### src/rtl/color_mix_fade.sv
// Pipelined RGB-to-luma colour/monochrome mixer with whole-frame crossfade between modes.
// Optional build macro COLOR_MIX_BLANK_EN blanks pixel data whenever the delayed HBlank or VBlank is high.
`timescale 1ns/1ps
module color_mix_fade #(
  parameter int DW        = 8,
  parameter int FADE_LOG2 = 2
) (
  input  logic          clk_vid,
  input  logic          reset,
  input  logic          ce_pix,
  input  logic [2:0]    mix,
  input  logic [7:0]    tint_r,
  input  logic [7:0]    tint_g,
  input  logic [7:0]    tint_b,
  input  logic [DW-1:0] R_in,
  input  logic [DW-1:0] G_in,
  input  logic [DW-1:0] B_in,
  input  logic          HSync_in,
  input  logic          VSync_in,
  input  logic          HBlank_in,
  input  logic          VBlank_in,
  output logic [DW-1:0] R_out,
  output logic [DW-1:0] G_out,
  output logic [DW-1:0] B_out,
  output logic          HSync_out,
  output logic          VSync_out,
  output logic          HBlank_out,
  output logic          VBlank_out,
  output logic          fade_busy
);
  localparam int AW = FADE_LOG2 + 1;
  localparam int BW = DW + FADE_LOG2 + 1;
  localparam logic [AW-1:0] ALPHA_MAX = AW'(2 ** FADE_LOG2);

  typedef enum logic {IDLE, FADE} state_t;

  state_t        r_state, w_state_nxt;
  logic [AW-1:0] r_alpha, w_alpha_nxt, w_alpha_inc, w_blend_alpha;
  logic [2:0]    r_active, r_target, w_active_nxt, w_target_nxt, w_mode_a;
  logic          r_init, w_rise, w_fading, w_use_target;

  // Timing bits are packed as {HSync, VSync, HBlank, VBlank} through the pipeline.
  logic [DW-1:0] r_s1_r, r_s1_g, r_s1_b, r_s2_r, r_s2_g, r_s2_b, r_s2_y;
  logic [3:0]    r_s1_tim, r_s2_tim;
  logic [DW+7:0] w_sum;
  logic [3*DW-1:0] w_pa, w_pt, w_blend, w_pix;

  function automatic logic [3*DW-1:0] mode_pix(input logic [2:0] m,
      input logic [DW-1:0] r, g, b, y, input logic [7:0] tr, tg, tb);
    logic [DW-1:0] z;
    logic [DW+7:0] pr, pg, pb;
    z  = '0;
    pr = (DW+8)'(y) * (DW+8)'(tr);
    pg = (DW+8)'(y) * (DW+8)'(tg);
    pb = (DW+8)'(y) * (DW+8)'(tb);
    case (m)
      3'd0, 3'd1: mode_pix = {r, g, b};
      3'd2:       mode_pix = {z, y, z};
      3'd3:       mode_pix = {y, y - (y >> 2), z};
      3'd4:       mode_pix = {z, y, y};
      3'd5:       mode_pix = {y, y, y};
      default:    mode_pix = {pr[DW+7:8], pg[DW+7:8], pb[DW+7:8]};
    endcase
  endfunction

  assign w_sum = (DW+8)'(r_s1_r) * (DW+8)'(54) + (DW+8)'(r_s1_g) * (DW+8)'(183)
               + (DW+8)'(r_s1_b) * (DW+8)'(18);

  // S3 sees the previous S2 VBlank on VBlank_out, so this is a rising edge at S2.
  assign w_rise      = r_s2_tim[0] & ~VBlank_out;
  assign w_alpha_inc = r_alpha + AW'(1);
  assign w_mode_a    = r_init ? mix : r_active;
  assign fade_busy   = (r_state == FADE);

  always_comb begin
    w_state_nxt   = r_state;
    w_alpha_nxt   = r_alpha;
    w_active_nxt  = r_active;
    w_target_nxt  = r_target;
    w_blend_alpha = r_alpha;
    w_fading      = 1'b0;
    w_use_target  = 1'b0;
    if (r_init) begin
      w_active_nxt = mix;
    end else begin
      case (r_state)
        IDLE: begin
          if (mix != r_active) begin
            if (FADE_LOG2 == 0) begin
              w_active_nxt = mix;
            end else begin
              w_target_nxt = mix;
              w_alpha_nxt  = '0;
              w_state_nxt  = FADE;
            end
          end
        end
        FADE: begin
          w_fading = 1'b1;
          if (w_rise) begin
            if (w_alpha_inc == ALPHA_MAX) begin
              w_active_nxt = r_target;
              w_alpha_nxt  = '0;
              w_state_nxt  = IDLE;
              w_fading     = 1'b0;
              w_use_target = 1'b1;
            end else begin
              w_alpha_nxt   = w_alpha_inc;
              w_blend_alpha = w_alpha_inc;
            end
          end
        end
        default: w_state_nxt = IDLE;
      endcase
    end
  end

  assign w_pa = mode_pix(w_mode_a, r_s2_r, r_s2_g, r_s2_b, r_s2_y, tint_r, tint_g, tint_b);
  assign w_pt = mode_pix(r_target, r_s2_r, r_s2_g, r_s2_b, r_s2_y, tint_r, tint_g, tint_b);

  for (genvar c = 0; c < 3; c++) begin : g_blend
    logic [BW-1:0] w_mix_sum;
    assign w_mix_sum = BW'(w_pa[c*DW +: DW]) * BW'(ALPHA_MAX - w_blend_alpha)
                     + BW'(w_pt[c*DW +: DW]) * BW'(w_blend_alpha);
    assign w_blend[c*DW +: DW] = w_mix_sum[FADE_LOG2 +: DW];
  end

  always_comb begin
    w_pix = w_pa;
    if (w_use_target) begin
      w_pix = w_pt;
    end else if (w_fading) begin
      w_pix = w_blend;
    end
`ifdef COLOR_MIX_BLANK_EN
    if (r_s2_tim[1] | r_s2_tim[0]) begin
      w_pix = '0;
    end
`endif
  end

  always_ff @(posedge clk_vid) begin
    if (reset) begin
      r_s1_r <= '0; r_s1_g <= '0; r_s1_b <= '0; r_s1_tim <= '0;
      r_s2_r <= '0; r_s2_g <= '0; r_s2_b <= '0; r_s2_y <= '0; r_s2_tim <= '0;
      R_out <= '0; G_out <= '0; B_out <= '0;
      {HSync_out, VSync_out, HBlank_out, VBlank_out} <= '0;
      r_state  <= IDLE;
      r_alpha  <= '0;
      r_active <= '0;
      r_target <= '0;
      r_init   <= 1'b1;
    end else if (ce_pix) begin
      r_s1_r   <= R_in;
      r_s1_g   <= G_in;
      r_s1_b   <= B_in;
      r_s1_tim <= {HSync_in, VSync_in, HBlank_in, VBlank_in};
      r_s2_r   <= r_s1_r;
      r_s2_g   <= r_s1_g;
      r_s2_b   <= r_s1_b;
      r_s2_y   <= w_sum[DW+7:8];
      r_s2_tim <= r_s1_tim;
      {R_out, G_out, B_out} <= w_pix;
      {HSync_out, VSync_out, HBlank_out, VBlank_out} <= r_s2_tim;
      r_state  <= w_state_nxt;
      r_alpha  <= w_alpha_nxt;
      r_active <= w_active_nxt;
      r_target <= w_target_nxt;
      r_init   <= 1'b0;
    end
  end
endmodule

### config.mk
export PLATFORM = sky130hd
export DESIGN_NAME = color_mix_fade
export DESIGN_NICKNAME = d
export VERILOG_FILES = /design/src/rtl/color_mix_fade.sv
export SDC_FILE = /design/constraint.sdc
export NUM_CORES = 1
export LEC_CHECK = 0
export BUFFER_PORTS_ARGS = -buffer_cell sky130_fd_sc_hd__buf_4
export CORE_UTILIZATION = 30
export DETAILED_ROUTE_END_ITERATION = 8
export GPL_ROUTABILITY_DRIVEN = 0
export PLACE_DENSITY_LB_ADDON = 0.2
export SLEW_MARGIN = 20
export SYNTH_ARGS = -nofsm -noshare
export SYNTH_HDL_FRONTEND = slang
export SYNTH_SLANG_ARGS = --single-unit
### constraint.sdc
create_clock -name clk_vid -period 14.7 [get_ports clk_vid]
set_clock_uncertainty 0.05 [all_clocks]
set_input_delay 1.47 -clock clk_vid [delete_from_list [all_inputs] [get_ports clk_vid]]
set_output_delay 1.47 -clock clk_vid [all_outputs]
set_load 0.005 [all_outputs]
**After elaboration in Yosys (flattened, before gate mapping)**

Index checks and enable logic that the tools add are counted.

- Input bits: 58
- Register bits after elaboration: 103

- Equal/unequal tests: 14
- Bitwise gates (word level): 4
- Reductions and logical operators: 11
- Multiplexer cells: 27
- $mul: 12
- Add/sub/neg operators: 8

Operators by type and width:

| cell | count |
|---|---|
| 24-bit one-hot mux with 5 select lines | 2 |
| 8-bit by 8-bit multiplier with 16-bit output | 3 |
| 24-bit two-way mux | 2 |
| 3-bit two-way mux | 12 |
| 10-bit adder | 3 |
| 8-bit by 3-bit multiplier with 10-bit output | 3 |
| 8-bit by 11-bit multiplier with 10-bit output | 2 |
| 14-bit by 16-bit adder with 16-bit output | 1 |
| 16-bit by 13-bit adder with 16-bit output | 1 |
| 8-bit by 8-bit multiplier with 16-bit output, second input constant | 1 |
| 3-bit equality test, second input constant | 5 |
| 8-bit by 5-bit multiplier with 13-bit output, second input constant | 1 |
| 3-bit by 2-bit equality test with 1-bit output, second input constant | 4 |
| 8-bit by 4-bit multiplier with 12-bit output, second input constant | 1 |
| 4-bit AND reduction | 3 |
| 9-bit by 4-bit multiplier with 10-bit output | 1 |
| 1-bit two-way mux | 9 |
| 8-bit by 6-bit subtractor with 8-bit output | 1 |
| 3-bit by 1-bit equality test with 1-bit output, second input constant | 2 |
| 3-bit logical NOT | 2 |
| 3-bit one-hot mux with 2 select lines | 1 |
| 2-bit nonzero test | 3 |
| 2-bit OR reduction | 2 |
| 3-bit by 3-bit subtractor with 4-bit output, first input constant | 1 |
| 8 further kinds | 10 |

**Logic depth before layout (Yosys ltp)**

Gate-level depths: netlist of run 1.

- Depth in word-level cells: 11
- Gate-level depth with buffers: 42
- Mapped depth without buffers: 40

**Worst setup path before layout of run 1**

Ideal clock, no wire load.

- Path type: input port to flip-flop
- From: input tint_b[7]
- To: register B_out[7]
- Cell stages on the path: 35
- Buffers on the path: 0
- Path slack: 4.707 ns
- Required time: 14.518 ns
- Library setup time: 0.132 ns
- Arrival: 9.811 ns
- Path through: nand2_1 fa_1 fa_1 inv_1 fa_1 inv_1 fa_1 inv_1 ha_1 a21o_1 nand2_1 o211a_1 nor2_1 o21a_1 nor2_1 xnor2_1 a21oi_1 o21ai_0 nand2_1 fa_1 inv_1 fa_1 inv_1 fa_1 fa_1 fa_1 inv_1 ha_1 o41ai_1 xnor2_1 xnor2_1 nor4_1 nor3_1 nor3b_2 o22ai_2

- Word-level cells in the longest chain between the ends: 6
- Elaborated cells between the ends (all ways): 8
- Those cells by class: 1 x add/sub; 3 x mul; 4 x mux

RTL lines:

| what | RTL line | RTL |
|---|---|---|
| start: declaration | 14 | `input logic [7:0] tint_b,` |
| 8-bit by 8-bit multiplier with 16-bit output * | 55 | `pb = (DW+8)'(y) * (DW+8)'(tb);` |
| 24-bit one-hot mux with 5 select lines | 56 | `case (m)` |
| 8-bit by 11-bit multiplier with 10-bit output / 8-bit by 3-bit multiplier with 10-bit output (equally long branches) | 123, 124 |  |
| 10-bit adder | 124 | `+ BW'(w_pt[c*DW +: DW]) * BW'(w_blend_alpha);` |
| 24-bit two-way mux | 132 | `end else if (w_fading) begin` |
| 24-bit two-way mux * | 130 | `if (w_use_target) begin` |
| end signal: assignment | 163 | `{R_out, G_out, B_out} <= w_pix;` |
| end: declaration | 24 | `output logic [DW-1:0] B_out,` |

Mark *: on every way between the ends. The rest lies on a longest branch, timed or not.
A chain may end at the register's enable or synchronous reset.

**Worst setup path in the final report of run 1**

Same ends and word-level chain as after synthesis.

==> results.json, run 1 <==
{
  "min_period_over_period_pct": 72.67,
  "design.die.area_um2": 68240,
  "cts_tree": "done",
  "grt_pass1_vias": 16870,
  "post_cts.repair.setup_buffers": 0,
  "dieWidth_um": 261.2,
  "wl_per_cell_um": 17.85,
  "cp_max_fo": 8,
  "synth.most_common_cell": "inv_1",
  "fin_nets": 2982,
  "numCtsBuffers": 9,
  "synth_seq_cells": 103,
  "syn_area_per_cell_um2": 8.528,
  "yosysTopAreaCellShare_pct": 27.41,
  "synth-edff-count": 0,
  "synth_area_leaders": "fa_1, ha_1, dfxtp_1, inv_1, and2_1",
  "cp_top_family": "adder cells",
  "io_buffers": 86,
  "holdBufCountCts": 0,
  "worst_pin_slew_ns": 1.126,
  "synthCells": 2364,
  "clock_path_buffers": 2,
  "powerDensity_nw_per_um2": 94.36,
  "top_layer": "met4",
  "wl_met3_um": 2519,
  "ys_types": 87,
  "slowest_stage": "fa_1",
  "hp-class": "reg2reg",
  "die_h_um": 261.2,
  "place_area_um2": 21770,
  "hpwl_um": 47250,
  "status": "finished, violations left",
  "core_area_um2": 66100,
  "drtAntennaViolNets": 0,
  "synth-main-ff-cell": "dfxtp_1",
  "hold_viol": 0,
  "whs_ns": 0.4320,
  "drc": 2,
  "syn_area_um2": 20160,
  "critPathMostFrequentCell": "fa_1",
  "met1_length_um": 27780,
  "slowest_delay_ns": 0.65,
  "maxCapViolCount": 0,
  "drv_slew": 0,
  "fin_area_um2": 22060,
  "grt_pass1_wl_um": 94800,
  "worst-path-buf-inv": 7,
  "synth_commonest_cells": "inv_1, fa_1, nor2_1, ha_1, and2_1",
  "pre_cts_ws_ns": 3.527,
  "via_per_inst": 4.815,
  "finalSetupTns_ns": 0,
  "max_slew_margin_pct": 24.95,
  "antenna_cells": 0,
  "ir_drop_uv": 64.12,
  "yosys_warnings": 0,
  "start_kind": "input pin",
  "first_iter_violations": 944,
  "rsz0062_at_grt": "false",
  "setup_viol": 0,
  "first_pass_iters": 9,
  "period_needed_ns": 10.68,
  "worstSetupPathType": "in2reg",
  "dr_wl_met2_um": 26030,
  "rows": 94,
  "critPathCaptureType": "flop",
  "overflow": 0,
  "leakage_uw": 0.01088,
  "worst_skew_pair.late_latency_ns": 0.38,
  "cts_resized": 0,
  "cts_root_buf": "clkbuf_16",
  "wl_um": 58340,
  "start_util_pct": 30.50,
  "antenna_found_initial": 0,
  "layout_setup_ws_ns": 4.018,
  "num_vias": 15730,
  "grt_max_degree": 87,
  "io_pins": 87,
  "cts.sinks": 103,
  "area_growth_pct": 9.434,
  "h-tree-depth": 3,
  "cp_data_required_time_ns": 14.90,
  "track_usage_pct": 17.88,
  "clk_pin_slew_ns": 0.09,
  "syn_nets": 2947,
  "synth_area_leader_cell": "fa_1",
  "layout-drive-gt1-share_pct": 7.737,
  "r2r_setup_slack_ns": 4.03,
  "fmaxAchievable_mhz": 93.62,
  "arrival_ns": 10.88,
  "ys_seq_area_share_pct": 10.23,
  "violations": "DRC",
  "async_reset_ff_share_pct": 0
}
-- final timing paths --
path | to | depth (start not counted) | start
setup / recovery | B_out[7]$_SDFFE_PP0P_ | 36 | tint_b[7]
hold / removal | B_out[3]$_SDFFE_PP0P_ | 2 | B_out[3]$_SDFFE_PP0P_
setup reg to reg | B_out[7]$_SDFFE_PP0P_ | 36 | r_s2_y[1]$_SDFFE_PP0P_
hold reg to reg | B_out[3]$_SDFFE_PP0P_ | 2 | B_out[3]$_SDFFE_PP0P_
-- worst register-to-register path, delay by kind of cell, from the launching register on --
family	cells	cell delay [ns]
buffers and inverters	7	0.71
and+or+nand+nor	8	1.22
DFF	1	0.82
adders and majority gates	11	5.40
AOI/OAI and AO/OA	7	1.79
xor gates and xnor gates	3	0.52
-- power by group --
part | switching (uW) | leakage (uW) | internal [uW]
logic | 880 | 0.00990 | 612
registers | 43.3 | 0.000844 | 301
clock network | 127 | 0.000133 | 118
-- layer usage --
layer	track usage, %	up-vias
met3	1.820	92
met2	28.77	355
li1	-	7596
met1	24.72	7691
met4	6.605	0
met5	0	-
-- through the flow --
step	utilization, %	cells	total power (uW)
floorplan	-	2364	1429
global placement	32.93	3252	1819
detailed placement	32.93	3252	1842
CTS	33.38	3268	2109
global route	33.38	3268	2351
finish	33.38	3268	2082
-- kinds of logic (layout without fill, tap and decap cells) --
group                      after synthesis  after routing  share of synthesized area (%)
AOI/OAI and AO/OA                      304            304                          10.40
xor gates and xnor gates                99             99                          4.301
adders and majority gates              525            525                          42.86
buffers and inverters                  553            593                          10.41
DFF                                    103            103                          10.23
muxes                                  104            104                          5.524
and+or+nand+nor                        676            676                          16.27
-- registers in the layout (all words and copies together), names as in the netlist, 3 cells and up --
name and count:
r_alpha 3, r_s1_b 8, r_s1_tim 4, B_out 8
r_s2_tim 4, r_s2_g 8, r_active 3, r_s2_r 8
G_out 8, r_s2_y 8, r_s1_g 8, r_s1_r 8
r_s2_b 8, r_target 3, R_out 8
-- cell type report --
class | instances | area (um^2)
fill | 6949 | 44040
multi-input combinational | 1708 | 16020
sequential | 103 | 2062
inverter | 460 | 1727
tap | 864 | 1081
timing repair buffer | 117 | 878.3
clock buffer | 9 | 225.2
clock inverter | 7 | 67.56
-- layout by cell type (no fill, tap or decap), types with 14 or more instances in the layout --
master	n
buf_4	117
nor2b_1	14
nor3_1	34
nand2b_1	15
mux2i_1	91
nand2_1	124
fa_1	276
inv_1	459
a21oi_1	90
a211oi_1	17
ha_1	249
a21o_1	22
nor2_1	263
xor2_1	19
dfxtp_1	103
and2_1	163
xnor2_1	78
o21ai_0	43
Power figures use the tool's default switching activity.
==> run 2: changes to the inputs <==
Settings changed: ABC_AREA set to 1.
Clock period 14.7 ns to 10.6 ns, I/O delays scaled along.
==> results.json, run 2 <==
{
  "max_slew_margin_pct": 25.72,
  "cts_tree": "done",
  "powerDensity_nw_per_um2": 203.0,
  "worst_pin_slew_ns": 1.109,
  "synth.most_common_cell": "inv_1",
  "overflow": 0,
  "io_pins": 87,
  "hold_viol": 0,
  "area_growth_pct": 9.021,
  "fmaxAchievable_mhz": 103.0,
  "h-tree-depth": 3,
  "synth_area_leaders": "fa_1, ha_1, inv_1, nand2_1, dfxtp_1",
  "place_area_um2": 22520,
  "synthCells": 2952,
  "synth_seq_cells": 103,
  "synth_area_leader_cell": "fa_1",
  "syn_nets": 3535,
  "fillCellCount": 7618,
  "rows": 96,
  "clk_pin_slew_ns": 0.08,
  "syn_area_um2": 20940,
  "yosys_warnings": 0,
  "setup_viol": 0,
  "min_period_over_period_pct": 91.57,
  "ys_seq_area_share_pct": 9.845,
  "grt_pass1_wl_um": 102400,
  "arrival_ns": 9.94,
  "async_reset_ff_share_pct": 0,
  "start_util_pct": 30.43,
  "synth_commonest_cells": "inv_1, nand2_1, fa_1, ha_1, nor2_1",
  "holdBufCountCts": 0,
  "critPathMostFrequentCell": "nand2_1",
  "first_iter_violations": 847,
  "rsz0062_at_grt": "false",
  "die_h_um": 266.2,
  "grt_busiest_layer": "met2",
  "mostFrequentLayoutCell": "inv_1",
  "cts_resized": 0,
  "final_cell_mix": "inv_1, nand2_1, fa_1",
  "drtAntennaViolNets": 0,
  "ys_types": 52,
  "worstSetupPathType": "reg2reg",
  "clock_path_buffers": 2,
  "start_kind": "flop",
  "yosysTopAreaCellShare_pct": 26.38,
  "track_usage_pct": 18.51,
  "status": "finished, final reports clean",
  "cp_data_required_time_ns": 10.83,
  "hp-class": "reg2reg",
  "layout-drive-gt1-share_pct": 5.813,
  "drv_slew": 0,
  "grt_pass1_vias": 18360,
  "wl_per_cell_um": 16.04,
  "hpwl_um": 51410,
  "first_pass_iters": 5,
  "grtUsageMet2_pct": 32.52,
  "grt_max_degree": 96,
  "use_met3_pct": 1.497,
  "cp_max_fo": 13,
  "worst_skew_pair.late_latency_ns": 0.39,
  "synth-edff-count": 0,
  "cts_root_buf": "clkbuf_16",
  "syn_area_per_cell_um2": 7.095,
  "period_needed_ns": 9.707,
  "cts.sinks": 103,
  "numCtsBuffers": 9,
  "num_vias": 17850,
  "core_area_um2": 68830,
  "via_per_inst": 4.568,
  "fin_area_um2": 22830,
  "io_buffers": 86,
  "dieWidth_um": 266.2,
  "wl_um": 62670,
  "fin_nets": 3554,
  "drc": 0,
  "ir_drop_uv": 168.8,
  "slowest_stage": "dfxtp_1",
  "grt_util_met1_pct": 24.39,
  "synth-main-ff-cell": "dfxtp_1",
  "maxCapViolCount": 0,
  "finalSetupTns_ns": 0,
  "critPathCaptureType": "flop",
  "leakage_uw": 0.01292,
  "slowest_delay_ns": 0.73,
  "design.die.area_um2": 70870,
  "post_cts.repair.setup_buffers": 0,
  "antenna_found_initial": 1
}
run 2: cell count changes after synthesis, sizes merged, moves of 15 or more:
cell,delta
a21o,-16
a21oi,+51
and2,-163
inv,+348
mux2i,-95
nand2,+434
nand2b,-15
nand3,+104
nor2,-41
nor3,-21
o211ai,+16
o21ai,+102
xnor2,-55
run 2: cells by family after synthesis:
| group | count (synthesis) | share of synthesized area [%] |
|---|---|---|
| XOR/XNOR | 58 | 2.461 |
| flip-flops | 103 | 9.845 |
| AND/OR/NAND/NOR | 945 | 18.41 |
| AO/OA/AOI/OAI | 403 | 11.28 |
| adder cells (fa/ha/maj) | 525 | 41.26 |
| multiplexers | 1 | 0.04779 |
| buffers and inverters | 917 | 16.69 |
run 2: path summary, 6_finish.rpt:
| path | endpoint | cells past startpoint | from | slack [ns] |
|---|---|---|---|---|
| min reg2reg | G_out[2]$_SDFFE_PP0P_ | 2 | G_out[2]$_SDFFE_PP0P_ | 0.43 |
| max | B_out[7]$_SDFFE_PP0P_ | 42 | r_s2_y[4]$_SDFFE_PP0P_ | 0.89 |
| max reg2reg | B_out[7]$_SDFFE_PP0P_ | 42 | r_s2_y[4]$_SDFFE_PP0P_ | 0.89 |
| min | G_out[2]$_SDFFE_PP0P_ | 2 | G_out[2]$_SDFFE_PP0P_ | 0.43 |
run 2: layout make-up:
cell class / count / area, um^2 / share of cell area [%]
antenna: 1 / 2.502 / 0.01096
tap: 931 / 1165 / 5.102
clock buffer: 10 / 239.0 / 1.047
multi-input combinational: 1932 / 15390 / 67.40
inverter: 811 / 3045 / 13.34
sequential: 103 / 2062 / 9.031
timing repair buffer: 114 / 855.8 / 3.748
clock inverter: 6 / 75.07 / 0.3288
run 2: through the flow:
| step | power (uW) | hold WS [ns] | setup slack (ns) | util [%] | instances |
|---|---|---|---|---|---|
| floorplan | 3234 | 0.3978 | 1.392 | - | 2952 |
| global placement | 4300 | 0.4114 | 0.6638 | 32.72 | 3891 |
| detailed placement | 4291 | 0.4160 | 0.6002 | 32.72 | 3891 |
| CTS | 4712 | 0.4356 | 0.8647 | 33.17 | 3907 |
| global route | 5294 | 0.4620 | 0.1577 | 33.18 | 3908 |
| finish | 4635 | 0.4295 | 0.8935 | 33.18 | 3908 |
run 2: power by group:
group,total [uW],leakage [uW],switching (uW),internal (uW)
clock network,377,0.000152,183,194
registers,503,0.000853,74.3,429
logic,3760,0.0119,2390,1370
total,4640,0.0129,2640,1990
run 2: critical path: cells and delay by family (launching register included):
| kind | cells | cell delay, ns |
|---|---|---|
| fa+ha+maj | 11 | 5.31 |
| simple gates | 16 | 1.35 |
| compound gates | 4 | 1.08 |
| buf+inv | 10 | 0.93 |
| flops | 1 | 0.73 |
| xor+xnor | 1 | 0.17 |
run 2: layer usage:
layer  vias up  part of all wire (%)
met5         -                     0
met1      8515                    46
met4         0                   2.1
met3        64                   3.1
met2       290                    49
li1       8982                     -
